==> config.mk <==
export PLATFORM = sky130hd
export DESIGN_NAME = vga_axil_regfile_flat
export DESIGN_NICKNAME = d
export VERILOG_FILES = /design/src/rtl/vga_axil_regfile_if.sv /design/src/rtl/vga_axil_regfile.sv /design/src/flat_wrapper.sv
export SDC_FILE = /design/constraint.sdc
export NUM_CORES = 1
export LEC_CHECK = 0
export ABC_AREA = 1
export ABC_CLOCK_PERIOD_IN_PS = 2500
export CAP_MARGIN = 40
export CORE_AREA = 4 4 82 141
export DETAILED_ROUTE_END_ITERATION = 12
export DIE_AREA = 0 0 86 145
export DONT_BUFFER_PORTS = 1
export GPL_TIMING_DRIVEN = 0
export MAX_ROUTING_LAYER = met4
export PLACE_DENSITY = 0.74
export SYNTH_ARGS = -nofsm -noshare
export SYNTH_HDL_FRONTEND = slang
export SYNTH_SLANG_ARGS = --single-unit
==> constraint.sdc <==
create_clock -name clk -period 2.5 [get_ports clk]
set_input_delay 0.25 -clock clk [delete_from_list [all_inputs] [get_ports clk]]
set_output_delay 0.25 -clock clk [all_outputs]
set_load 0.1 [all_outputs]
==> src/rtl/vga_axil_regfile_if.sv <==
// Native-side register port between the AXI-Lite slave FSM and the
// VGA register file.
interface vga_axil_regfile_if #(
  parameter int DATA_WIDTH = 32,
  parameter int ADDR_WIDTH = 4
);
  logic                  write_en;
  logic [ADDR_WIDTH-1:0] addr_write;
  logic [DATA_WIDTH-1:0] data2native;
  logic                  read_en_sync;
  logic [ADDR_WIDTH-1:0] addr_read;
  logic [DATA_WIDTH-1:0] data2axil;

  modport master (
    output write_en,
    output addr_write,
    output data2native,
    output read_en_sync,
    output addr_read,
    input  data2axil
  );

  modport slave (
    input  write_en,
    input  addr_write,
    input  data2native,
    input  read_en_sync,
    input  addr_read,
    output data2axil
  );
endinterface

==> src/rtl/vga_axil_regfile.sv <==
// VGA control/status register file on the native AXI-Lite port.
// vsync rising edges advance the frame counter and raise the frame IRQ.
module vga_axil_regfile #(
  parameter int          DATA_WIDTH = 32,
  parameter int          ADDR_WIDTH = 4,
  parameter logic [31:0] ID_VALUE   = 32'h5647_4101
) (
  input  logic             clk,
  input  logic             arst_n,
  vga_axil_regfile_if.slave bus,
  input  logic             vsync,
  output logic             ctrl_en,
  output logic [1:0]       pattern_sel,
  output logic             irq
);
  localparam int DW = DATA_WIDTH;

  typedef logic [ADDR_WIDTH-1:0] addr_t;

  localparam addr_t A_CTRL    = addr_t'(0);
  localparam addr_t A_STATUS  = addr_t'(1);
  localparam addr_t A_IRQ     = addr_t'(2);
  localparam addr_t A_FRAME   = addr_t'(3);
  localparam addr_t A_SCRATCH = addr_t'(4);
  localparam addr_t A_ID      = addr_t'(5);

  logic [3:0]    ctrl_q, ctrl_d;
  logic          irq_q, irq_d;
  logic [DW-1:0] cnt_q, cnt_d;
  logic [DW-1:0] scr_q, scr_d;
  logic [DW-1:0] rdata_q, rdata_d;
  logic          vs_prev_q, vs_prev_d;
  logic          vs_q, vs_d;

  logic          frame_tick;
  logic          w_ctrl, w_irq, w_cnt, w_scr;
  logic [DW-1:0] rd_val;

  assign frame_tick = vsync & ~vs_prev_q & ctrl_q[0];

  assign w_ctrl = bus.write_en && (bus.addr_write == A_CTRL);
  assign w_irq  = bus.write_en && (bus.addr_write == A_IRQ);
  assign w_cnt  = bus.write_en && (bus.addr_write == A_FRAME);
  assign w_scr  = bus.write_en && (bus.addr_write == A_SCRATCH);

  // Read mux sees only current flops, so a same-cycle write is not visible
  always_comb begin
    rd_val = '0;
    case (bus.addr_read)
      A_CTRL:    rd_val = DW'(ctrl_q);
      A_STATUS:  rd_val = DW'({vs_q, ctrl_q[0], irq_q});
      A_IRQ:     rd_val = DW'(irq_q);
      A_FRAME:   rd_val = cnt_q;
      A_SCRATCH: rd_val = scr_q;
      A_ID:      rd_val = DW'(ID_VALUE);
      default:   rd_val = '0;
    endcase
  end

  always_comb begin
    ctrl_d    = ctrl_q;
    irq_d     = irq_q;
    cnt_d     = cnt_q;
    scr_d     = scr_q;
    rdata_d   = rdata_q;
    vs_prev_d = vsync;
    vs_d      = vsync;

    if (frame_tick) begin
      cnt_d = cnt_q + DW'(1);
    end

    unique case (1'b1)
      w_ctrl: ctrl_d = bus.data2native[3:0];
      w_irq: begin
        if (bus.data2native[0]) begin
          irq_d = 1'b0;
        end
      end
      w_cnt: cnt_d = '0;
      w_scr: scr_d = bus.data2native;
      default: ;
    endcase

    // Applied after the W1C so a coincident frame edge wins
    if (frame_tick) begin
      irq_d = 1'b1;
    end

    if (bus.read_en_sync) begin
      rdata_d = rd_val;
    end
  end

  // vs_prev resets high so a vsync already high at release is no edge
  always_ff @(posedge clk or negedge arst_n) begin
    if (!arst_n) begin
      ctrl_q    <= '0;
      irq_q     <= 1'b0;
      cnt_q     <= '0;
      scr_q     <= '0;
      rdata_q   <= '0;
      vs_prev_q <= 1'b1;
      vs_q      <= 1'b0;
    end else begin
      ctrl_q    <= ctrl_d;
      irq_q     <= irq_d;
      cnt_q     <= cnt_d;
      scr_q     <= scr_d;
      rdata_q   <= rdata_d;
      vs_prev_q <= vs_prev_d;
      vs_q      <= vs_d;
    end
  end

  assign bus.data2axil = rdata_q;
  assign ctrl_en       = ctrl_q[0];
  assign pattern_sel   = ctrl_q[3:2];
  assign irq           = irq_q & ctrl_q[1];
endmodule
==> src/flat_wrapper.sv <==
// flat-port wrapper written by rule: the top's interface ports become plain ports
module vga_axil_regfile_flat 
#(
  parameter int          DATA_WIDTH = 32,
  parameter int          ADDR_WIDTH = 4,
  parameter logic [31:0] ID_VALUE   = 32'h5647_4101
)
  (clk, arst_n, vsync, ctrl_en, pattern_sel, irq, bus_write_en, bus_addr_write, bus_data2native, bus_read_en_sync, bus_addr_read, bus_data2axil);
  vga_axil_regfile_if #(.DATA_WIDTH(DATA_WIDTH), .ADDR_WIDTH(ADDR_WIDTH)) bus_i ();
  input  logic clk;
  input  logic arst_n;
  input  logic vsync;
  output logic ctrl_en;
  output logic [1:0] pattern_sel;
  output logic irq;
  input wire logic [$bits(bus_i.write_en)-1:0] bus_write_en;
  input wire logic [$bits(bus_i.addr_write)-1:0] bus_addr_write;
  input wire logic [$bits(bus_i.data2native)-1:0] bus_data2native;
  input wire logic [$bits(bus_i.read_en_sync)-1:0] bus_read_en_sync;
  input wire logic [$bits(bus_i.addr_read)-1:0] bus_addr_read;
  output wire logic [$bits(bus_i.data2axil)-1:0] bus_data2axil;
  assign bus_i.write_en = bus_write_en;
  assign bus_i.addr_write = bus_addr_write;
  assign bus_i.data2native = bus_data2native;
  assign bus_i.read_en_sync = bus_read_en_sync;
  assign bus_i.addr_read = bus_addr_read;
  assign bus_data2axil = bus_i.data2axil;
  vga_axil_regfile #(.DATA_WIDTH(DATA_WIDTH), .ADDR_WIDTH(ADDR_WIDTH), .ID_VALUE(ID_VALUE)) u_core (.clk(clk), .arst_n(arst_n), .bus(bus_i), .vsync(vsync), .ctrl_en(ctrl_en), .pattern_sel(pattern_sel), .irq(irq));
endmodule
; ---- Word-level counts from Yosys, hierarchy flattened
; Cells that the tools add are included.
[totals]
ff_bits = 103
inputBits = 45
wordCells = 36
[classes]
add_sub_neg = 1
n_eq_ne = 8
muxes = 6
bitwise = 4
n_reduce_logical = 10
[op_table]
columns = operator, n
row1 = $pmux W32 S6, 1
row2 = $mux W32, 2
row3 = $add A32 B1 Y32 const B, 1
row4 = $eq A4 B2 Y1 const B, 4
row5 = $eq A4 B3 Y1 const B, 3
row6 = $logic_not A4 Y1, 2
row7 = $reduce_bool A2 Y1, 3
row8 = $eq A4 B1 Y1 const B, 1
row9 = $logic_and A1 B1 Y1, 4
row10 = $and A1 B1 Y1, 3
row11 = $mux W1, 3
row12 = $reduce_and A2 Y1, 1
row13 = $not A1 Y1, 1

; ---- Longest topological paths before layout
; Gate-level depths: netlist of the first run.
[depth]
depth_word = 5
ltp_mapped = 9
ltp_nobuf = 9

; ---- Worst setup path after synthesis of the first run
; Ideal clock, no wire load.
[synth_path]
path_kind = register to register
from = reg u_core.ctrl_q[0]
to = reg u_core.cnt_q[17]
arrival_time_ns = 1.819
required_ns = 2.381
path_slack_ns = 0.562
path_stages_with_launch = 8
synth_period_minus_slack_ns = 1.938
cell_sequence = dfrtp_1 -> nand2_2 -> nor2_8 -> nand3_4 -> nor2_2 -> nand3_1 -> nand2_1 -> nor2_1
[synth_between]
elab_chain_len = 2
[synth_lines]
columns = element, line_no
row1 = "start, declared", vga_axil_regfile.sv:27  ; logic [3:0] ctrl_q, ctrl_d;
row2 = "start signal, assigned", vga_axil_regfile.sv:106  ; ctrl_q <= ctrl_d;
row3 = $and A1 B1 Y1, vga_axil_regfile.sv:39  ; assign frame_tick = vsync & ~vs_prev_q & ctrl_q[0];
row4 = $reduce_bool A2 Y1 (no line), -
row5 = "end signal, assigned", vga_axil_regfile.sv:108  ; cnt_q <= cnt_d;
row6 = "end, declared", vga_axil_regfile.sv:29  ; logic [DW-1:0] cnt_q, cnt_d;
; Every way passes these cells.
; A chain may end at the register's enable or synchronous reset.

; ---- Worst setup path after layout of the first run
[layout_path]
from = reg u_core.ctrl_q[0]
to = reg u_core.cnt_q[18]
; The elaborated chain is that of the path after synthesis.

==> results of run 1 <==
sequential cells by signal, summed over array words and instances, names as in the netlist:
register              count
u_core.scr_q             32
u_core.ctrl_q             4
u_core.irq_q              1
u_core.vs_prev_q          1
u_core.bus.data2axil     32
u_core.cnt_q             32
u_core.vs_q               1
stage by stage:
step           instances  instance area (µm²)  util [%]  setup slack [ns]
5_1_grt              832                 6223     60.07            0.6187
4_1_cts              831                 6196     59.80            0.7482
3_3_place_gp         790                 5245     50.62            0.1063
2_1_floorplan        663                 5086         -            0.5621
3_5_place_dp         814                 5906     57.00            0.7705
6_report             832                 6223     60.07            0.7380
where the power goes:
group          total, mW  switching (mW)  internal (mW)  leakage [nW]
Clock               1.35           0.661          0.690         0.128
Combinational      0.949           0.637          0.312          1.62
Sequential          2.14           0.248           1.89          1.29
Total               4.44            1.55           2.89          3.04
cell type report:
type	count	area (µm²)	area share, %
multi-input combinational	455	2091	33.59
inverter	81	304.0	4.885
buffer	24	112.6	1.809
timing repair buffer	26	698.2	11.22
tap	127	158.9	2.553
clock buffer	10	229.0	3.679
sequential	103	2579	41.44
clock inverter	6	51.30	0.8243
cell usage in the layout, fill, tap and decap left out, drive strengths merged, types with 5 or more instances in the layout:
cell      n
a21oi    57
buf      34
clkbuf   25
dfrtp   102
inv      83
nand2   165
nand3    46
nand4     5
nor2    102
nor3      6
o21ai    55
o22ai    11
layer usage:
| layer | GRT usage, % | vias up |
|---|---|---|
| met3 | 4.708 | 63 |
| met1 | 25.65 | 2266 |
| met5 | - | - |
| met2 | 44.32 | 149 |
| met4 | 15.61 | 0 |
| li1 | - | 2191 |
path summary, 6_finish.rpt:
check | end | slack (ns) | cells past startpoint
worst min register to register | u_core.scr_q[3] | 0.50 | 2
max in group asynchronous | u_core.vs_prev_q | 2.71 | 0
worst max register to register | u_core.cnt_q[18] | 0.74 | 7
min in group clk | u_core.scr_q[31] | 0.04 | 1
worst max-delay path | u_core.cnt_q[18] | 0.74 | 7
worst min-delay path | u_core.bus.data2axil[4] | -0.42 | 0
cell families (layout without fill, tap and decap cells):
group           count (synthesis)  count (layout)  share of synthesized area (%)
mux                             1               1                         0.2214
simple gates                  328             328                          28.00
buf+inv                       105             147                          8.191
flops                         103             103                          50.70
compound gates                125             125                          12.64
fa+ha+maj                       1               1                         0.2460
==> qor.csv, run 1 <==
stage,metric,value,unit
timing,Tmin final,1.762,ns
synthesis,most common cell in the netlist,nand2_1,
critical_path,reg2reg start,u_core.ctrl_q[0],
timing,final setup vio count,0,
critical_path,CP Cell Sequence,nand3_2 > nor2_1 > nand2_1 > nor2_1 > nand3_1 > nand2_1 > nor2_1,
grt,antenna violations before repair,0,
clock_network,H-tree Lvls,3,
synthesis,post-synth top area share,50.18,%
route,metal3 WL,649,µm
route,met2 WL,8029,µm
clock_network,number of buffers created by CTS,9,
critical_path,"slowest stage delay, CP",0.56,ns
grt,number of global-route vias before repair,4932,
timing,Slew @ Worst Pin,0.9117,ns
synthesis,Synth Flop Type,dfrtp_1,
route,Post-Route WL,14780,µm
clock_network,Clock Latency Late Sink,0.36,ns
synthesis,sequential share of the synthesized area,50.70,%
clock_network,post_cts resized,0,
synthesis,syn nets,709,
timing,Setup TNS,0,ns
layout,Fill cells,872,
route,total number of vias,4669,
timing,Hold Worst Slack,-0.4183,ns
route,post-route ant nets,0,
place,IO Port Bufs,0,
synthesis,most instantiated cells after synthesis,"nand2_1 (162), dfrtp_1 (102), nor2_1 (92)",
layout,layout cells sized above 1,9.645,%
grt,first-pass GRT wire length,23940,µm
layout,"Net count, final",746,
synthesis,ranking of synthesized cells by area,"dfrtp_1 (50%), nand2_1 (12%), nor2_1 (6.8%)",
critical_path,CP Launch Type,flop,
grt,total grt overflow,0,
timing,setup repair after global routing missed its margin,false,
critical_path,Critical Path End Type,flop,
power,static leakage,3.039,nW
flow_run,Max-cap violations,0,
synthesis,Yosys reg bits,103,
outcome,status,finished with violations,
power,pwr dens,713.4,mW/mm²
clock_network,CTS sink cnt,103,
floorplan,Die Height,145,µm
clock_network,Root Driver,clkbuf_16,
timing,clk_skew,0.007374,ns
critical_path,Crit path top cell by count,nor2_1,
min_path,HP Class,in -> async,
synthesis,Post-synth EDFFs,0,
critical_path,Slowest cell on crit path,dfrtp_1,
route,drt pass-1 iters,5,
clock_network,Clock transition at path regs,0.07,ns
power,Total Power,4.440,mW
synthesis,"Async S/R FF share, synth",100.0,%
critical_path,CP max FO,8,
floorplan,width of the chip,86,µm
floorplan,Placeable Area,0.01036,mm²
clock_network,setup bufs post-CTS,0,
timing,Final Slew Violations,0,
synthesis,mapped cell area,0.005086,mm²
critical_path,worst path arrival time,2.01,ns
timing,Slew headroom,39.22,%
synthesis,Synth cell types,34,
place,DP Wirelength,11370,µm
critical_path,Critical Path Start,u_core.ctrl_q[0],
route,DRT iter0 DRCs,308,
synthesis,"Avg Cell Area, Syn",7.671,µm²
clock_network,CTS Buffer Depth,2,
grt,largest net degree at the start of global routing,104,
clock_network,cts hold-fix bufs,1,
route,Vias per Instance,5.612,
timing,Fmax,0.5675,GHz
layout,synthesis-to-finish area growth,22.36,%
place,GP Congestion,0.9131,
critical_path,critical path type,reg -> reg,
floorplan,die area,0.01247,mm²
synthesis,Mapped Cells,663,
floorplan,Starting Density,49.09,%
timing,Final Hold Fails,103,
synthesis,Synth area leader,dfrtp_1,
route,wl on met1,5164,µm
grt,gr usage total,25.50,%
outcome,failing checks,hold timing,
timing,crit share post-route,70.48,%
clock_network,CTS tree,done,
critical_path,Buf/Inv on CP,0,
layout,diodes inserted,0,
critical_path,"CP delay by family, top",simple AND/OR/NAND/NOR gates,
critical_path,CP required,2.74,ns
route,# DRC,0,
route,DR WL/cell,17.76,µm
route,Top Metal Used,met4,
floorplan,Cell Rows,49,
synthesis,Yosys warning count,0,
power,Max VDD drop,0.5243,mV
floorplan,Top Ports,81,
No activity file was read; power rests on OpenSTA's default activity.
==> run 2: changes to the inputs <==
--- a/config.mk
+++ b/config.mk
@@ -6,7 +6,7 @@
 export NUM_CORES = 1
 export LEC_CHECK = 0
 export ABC_AREA = 1
-export ABC_CLOCK_PERIOD_IN_PS = 2500
+export ABC_CLOCK_PERIOD_IN_PS = 1700
 export CAP_MARGIN = 40
 export CORE_AREA = 4 4 82 141
 export DETAILED_ROUTE_END_ITERATION = 12
==> constraint.sdc (replaced) <==
create_clock -name clk -period 1.7 [get_ports clk]
set_input_delay 0.17 -clock clk [delete_from_list [all_inputs] [get_ports clk]]
set_output_delay 0.17 -clock clk [all_outputs]
set_load 0.1 [all_outputs]
==> run 2 against run 1 <==
  * The run still ends with hold timing left
  * Sequential power increased by 50%
  * Cell area grew 6.2%
  * Maximum frequency grew 7.5%
  * Core utilization increased by 3.7 points
  * Count of clock-buffer cells in the layout stayed put
  * Worst setup slack got worse by 0.68 ns
  * Die area is the same
  * Clock skew up 0.0020 ns
  * Via count is 6.5% higher
  * Critical path depth shrank 1
  * Final cell count grew 3.7%
==> qor.csv, run 2 (same netlist as run 1, synthesis figures left out) <==
stage,metric,value,unit
route,total number of vias,4973,
floorplan,Placeable Area,0.01036,mm²
timing,Fmax,0.6101,GHz
grt,grt met3 use,4.368,%
route,Post-Route WL,16110,µm
critical_path,R2R Setup Slk,0.06,ns
critical_path,worst path arrival time,1.92,ns
layout,"Net count, final",777,
power,P_sw,2.310,mW
critical_path,CP max FO,8,
timing,final setup vio count,0,
grt,first-pass GRT wire length,24970,µm
floorplan,die area,0.01247,mm²
layout,Fill cells,809,
clock_network,number of buffers created by CTS,9,
timing,crit share post-route,96.42,%
route,DRT iter0 DRCs,320,
floorplan,Die Height,145,µm
clock_network,CTS tree,done,
timing,Tmin final,1.639,ns
critical_path,critical path type,reg -> reg,
critical_path,CP Cell Sequence,nand2_4 > nor2_8 > nand3_1 > o21ai_0 > nand2_1 > nor2_1,
route,DR WL/cell,18.67,µm
floorplan,width of the chip,86,µm
route,Vias per Instance,5.762,
power,clock share of power,33.0,%
place,Placed Area,0.005879,mm²
power,internal power,4.570,mW
timing,Slew @ Worst Pin,0.9096,ns
min_path,HP Class,in -> async,
layout,sequential standard cell area,0.002582,mm²
layout,Finished Layout Cells,863,
timing,Final Hold Fails,103,
critical_path,CP required,1.98,ns
grt,gr busiest metal,met2,
place,placed insts,813,
critical_path,"slowest stage delay, CP",0.68,ns
outcome,failing checks,hold timing,
floorplan,Top Ports,81,
critical_path,reg2reg start,u_core.ctrl_q[0],
critical_path,Slowest cell on crit path,dfrtp_4,
layout,layout cells sized above 1,11.14,%
clock_network,CTS sink cnt,103,
layout,Multi-input gate area,0.002147,mm²
power,static leakage,3.202,nW
layout,"commonest non-fill, non-tap cell in the layout",nand2_1,
clock_network,Root Driver,clkbuf_16,
floorplan,Cell Rows,49,
grt,largest net degree at the start of global routing,104,
power,Flop pwr share,46.5,%
grt,gr usage total,26.66,%
timing,Final Slew Violations,0,
clock_network,CTS Buffer Depth,2,
layout,"commonest non-fill, non-tap cells in the layout","nand2_1 (161), dfrtp_1 (101), nor2_1 (87)",
timing,setup repair after global routing missed its margin,true,
place,DP Wirelength,11230,µm
critical_path,reg-to-reg endpoint,u_core.cnt_q[14],
layout,post-layout instance area,0.006611,mm²
route,drt pass-1 iters,6,
timing,Hold Worst Slack,-0.4963,ns
place,GP Congestion,0.9424,
clock_network,Clock Latency Late Sink,0.35,ns
clock_network,cts hold-fix bufs,26,
power,Logic pwr share,20.5,%
timing,clk_skew,0.009380,ns
grt,met2 Use GR,44.36,%
power,Total Power,6.880,mW
flow_run,Max-cap violations,0,
clock_network,Clock transition at path regs,0.08,ns
layout,synthesis-to-finish area growth,29.99,%
grt,grt met1 use,27.54,%
clock_network,H-tree Lvls,3,
layout,diodes inserted,0,
route,post-route ant nets,0,
critical_path,CP Launch Type,flop,
grt,antenna violations before repair,0,
layout,end-of-flow core utilization,63.81,%
grt,number of global-route vias before repair,5086,
critical_path,FF-to-FF path depth,6,
power,Sw Share,33.57,%
power,pwr dens,1041,mW/mm²
floorplan,Starting Density,49.09,%
timing,Slew headroom,39.36,%
critical_path,Critical Path End Type,flop,
grt,total grt overflow,0,
timing,Setup TNS,0,ns
place,IO Port Bufs,0,
power,Max VDD drop,0.9209,mV
outcome,status,finished with violations,
route,# DRC,0,
[run 2: layout make-up]
type / count / area share, %
plain buffers: 24 / 1.703
clock buffers: 10 / 3.463
clock inverters: 6 / 1.382
inverters: 81 / 4.599
multi-input cells: 456 / 32.48
flip-flops and latches: 103 / 39.06
well taps: 127 / 2.403
repair buffers: 56 / 14.91
[run 2: metrics by stage]
stage / hold slack, ns / worst slack [ns]
after floorplan: -0.1256 / 0.09497
after global placement: -0.1233 / -0.2863
after global routing: -0.4999 / -0.02595
after detailed placement: -0.1214 / -0.3432
after CTS: -0.4982 / 0.009934
final: -0.4963 / 0.06091
[run 2: worst max-delay path, delay by kind of cell, from the launching register on]
family	cells	cell delay (ns)
AO/OA/AOI/OAI	1	0.20
flip-flops	1	0.68
AND/OR/NAND/NOR	5	0.69
[run 2: power by group through the flow]
| stage | clock (mW) | combinational, mW | sequential, mW |
|---|---|---|---|
| after floorplan | 0 | 0.658 | 3.37 |
| after global placement | 0 | 0.797 | 3.44 |
| after detailed placement | 0 | 1.28 | 3.24 |
| after CTS | 2.26 | 1.35 | 3.20 |
| after global routing | 2.36 | 1.52 | 3.23 |
| final | 2.27 | 1.41 | 3.20 |
[run 2: worst max path at each step]
stage	slack (ns)	to	startpoint
after floorplan	0.09	u_core.cnt_q[17]	u_core.ctrl_q[0]
after global placement	-0.29	u_core.cnt_q[26]	u_core.ctrl_q[0]
after detailed placement	-0.34	u_core.cnt_q[18]	u_core.ctrl_q[0]
after CTS	0.01	u_core.cnt_q[18]	u_core.ctrl_q[0]
after global routing	-0.03	u_core.cnt_q[27]	u_core.ctrl_q[0]
final	0.06	u_core.cnt_q[14]	u_core.ctrl_q[0]
[run 2: per-layer routing]
layer | part of all wire (%) | wire (µm)
met3 | 5.6 | 904
met1 | 34 | 5501
met5 | 0 | 0
met4 | 7.3 | 1170
met2 | 53 | 8532
[run 2: what timing repair did]
item | CTS | global route
pin swaps | 0 | 4
endpoints found under the setup margin | 23 | 15
resized for setup | 3 | 12
gates cloned | 0 | 1
buffers inserted | 0 | 5
hold endpoints to repair | 132 | 103
==> run 3: changes to the inputs <==
--- a/config.mk
+++ b/config.mk
@@ -12,6 +12,7 @@
 export DETAILED_ROUTE_END_ITERATION = 12
 export DIE_AREA = 0 0 86 145
 export DONT_BUFFER_PORTS = 1
+export GPL_ROUTABILITY_DRIVEN = 0
 export GPL_TIMING_DRIVEN = 0
 export MAX_ROUTING_LAYER = met4
 export PLACE_DENSITY = 0.74
==> run 3 against run 2 <==
  * The run still ends with hold timing left
  * Non-clock buffer count is the same
  * Clock power shrank 7%
  * Die area unchanged
  * First-iteration DRC count increased by 43%
  * Worst setup slack worse by 0.023 ns
  * Count of clock-buffer cells in the layout grew 1
  * Power decreased by 1.5%
  * Critical endpoint is now u_core.cnt_q[9]
  * Largest power group unchanged
==> qor.csv, run 3 (same netlist as run 1, synthesis figures left out) <==
stage,metric,value,unit
grt,grt met1 use,28.49,%
grt,antenna violations before repair,1,
layout,"Net count, final",777,
floorplan,Cell Rows,49,
critical_path,Slowest cell on crit path,dfrtp_4,
grt,met2 Use GR,45.21,%
floorplan,Placeable Area,0.01036,mm²
clock_network,Root Driver,clkbuf_16,
timing,Slew @ Worst Pin,0.9093,ns
power,Flop pwr share,46.8,%
layout,"commonest non-fill, non-tap cells in the layout","nand2_1 (161), dfrtp_1 (101), nor2_1 (91)",
timing,clk_skew,0.008263,ns
timing,Slew headroom,39.38,%
clock_network,CTS sink cnt,103,
critical_path,reg2reg start,u_core.ctrl_q[0],
critical_path,reg-to-reg endpoint,u_core.cnt_q[9],
timing,crit share post-route,97.76,%
route,DRT iter0 DRCs,458,
floorplan,die area,0.01247,mm²
critical_path,CP Cell Sequence,nand2_4 > nor2_8 > nand3_4 > buf_4 > nor3_1 > nor3b_2,
layout,Finished Layout Cells,864,
layout,layout cells sized above 1,10.46,%
timing,Setup TNS,0,ns
layout,synthesis-to-finish area growth,29.91,%
place,IO Port Bufs,0,
critical_path,Buf/Inv on CP,1,
clock_network,cts hold-fix bufs,26,
floorplan,width of the chip,86,µm
outcome,failing checks,hold timing,
power,pwr dens,1026,mW/mm²
timing,Fmax,0.6017,GHz
route,Vias per Instance,5.850,
flow_run,Max-cap violations,0,
critical_path,R2R Setup Slk,0.04,ns
critical_path,CP required,1.93,ns
grt,largest net degree at the start of global routing,104,
critical_path,FF-to-FF path depth,6,
critical_path,CP max FO,6,
place,DP Wirelength,10970,µm
clock_network,number of buffers created by CTS,9,
critical_path,worst path arrival time,1.89,ns
power,Logic pwr share,21.8,%
critical_path,Critical Path End Type,flop,
clock_network,H-tree Lvls,3,
power,static leakage,3.205,nW
min_path,HP Class,in -> async,
critical_path,"CP delay by family, top",simple AND/OR/NAND/NOR gates,
grt,total grt overflow,0,
power,clock share of power,31.3,%
timing,Tmin final,1.662,ns
route,drt pass-1 iters,5,
power,Total Power,6.780,mW
power,internal power,4.472,mW
layout,end-of-flow core utilization,63.77,%
clock_network,CTS tree,done,
floorplan,Top Ports,81,
route,DR WL/cell,18.97,µm
critical_path,"slowest stage delay, CP",0.67,ns
power,Sw Share,34.03,%
critical_path,CP Launch Type,flop,
timing,Hold Worst Slack,-0.4952,ns
layout,"commonest non-fill, non-tap cell in the layout",nand2_1,
floorplan,Starting Density,49.09,%
grt,gr busiest metal,met2,
route,# DRC,0,
grt,gr usage total,26.68,%
power,Max VDD drop,0.7922,mV
grt,number of global-route vias before repair,5052,
route,Post-Route WL,16390,µm
timing,setup repair after global routing missed its margin,true,
critical_path,critical path type,reg -> reg,
outcome,status,finished with violations,
clock_network,CTS Buffer Depth,2,
timing,Final Hold Fails,104,
timing,final setup vio count,0,
route,post-route ant nets,0,
route,total number of vias,5054,
grt,grt met3 use,3.403,%
timing,Final Slew Violations,0,
place,placed insts,812,
floorplan,Die Height,145,µm
power,P_sw,2.308,mW
clock_network,Clock Latency Late Sink,0.35,ns
grt,first-pass GRT wire length,25160,µm
clock_network,Clock transition at path regs,0.07,ns
==> run 3: cell count changes in the layout (fill, tap and decap cells not counted), moves of 2 or more <==
cell	before	now
nor2_1	87	91
buf_4	8	5
nor2_2	7	4
buf_16	25	27
==> run 3: metrics by stage <==
step	area, µm²	setup slack (ns)
after global placement	5246	-0.1448
final	6608	0.03810
after floorplan	5087	0.09497
after CTS	6421	0.002532
after global routing	6608	-0.04347
after detailed placement	5852	-0.1786
==> run 3: worst max path at each step <==
stage                                   to  slack [ns]  cells past startpoint             start
final                      u_core.cnt_q[9]        0.04                      6  u_core.ctrl_q[0]
after global routing       u_core.cnt_q[9]       -0.04                      6  u_core.ctrl_q[0]
after CTS                 u_core.cnt_q[17]       0.003                      7  u_core.ctrl_q[0]
after detailed placement  u_core.cnt_q[26]       -0.18                      7  u_core.ctrl_q[0]
after global placement    u_core.cnt_q[18]       -0.14                      7  u_core.ctrl_q[0]
after floorplan           u_core.cnt_q[17]        0.09                      7  u_core.ctrl_q[0]
==> run 3: final cells by class <==
class,instances,area [µm²]
plain buffers,24,112.6
diodes,1,2.502
inverters,81,304.0
clock buffers,11,242.7
flip-flops and latches,103,2582
clock inverters,5,56.30
multi-input cells,456,2125
well taps,127,158.9
repair buffers,56,1023
fillers,777,3754
==> run 3: routing by layer <==
| layer | share of wire, % | vias to the layer above |
|---|---|---|
| met5 | 0 | - |
| met4 | 7.4 | 0 |
| met3 | 5.9 | 92 |
| met2 | 53 | 296 |
| met1 | 34 | 2404 |
| li1 | - | 2262 |
==> run 3: power groups by stage <==
stage          logic [mW]  registers (mW)  clock network (mW)
3_5_place_dp         1.28            3.24                   0
3_3_place_gp        0.789            3.44                   0
2_1_floorplan       0.658            3.37                   0
6_report             1.48            3.17                2.12
5_1_grt              1.59            3.20                2.22
4_1_cts              1.35            3.21                2.12
==> run 3: timing repair <==
item | 4_1_cts | 5_1_grt
cloned | 0 | 1
resized for setup | 3 | 5
endpoints found under the hold margin | 131 | 103
setup endpoints to repair | 20 | 14
buffers inserted | 0 | 3
pin swaps | 0 | 2
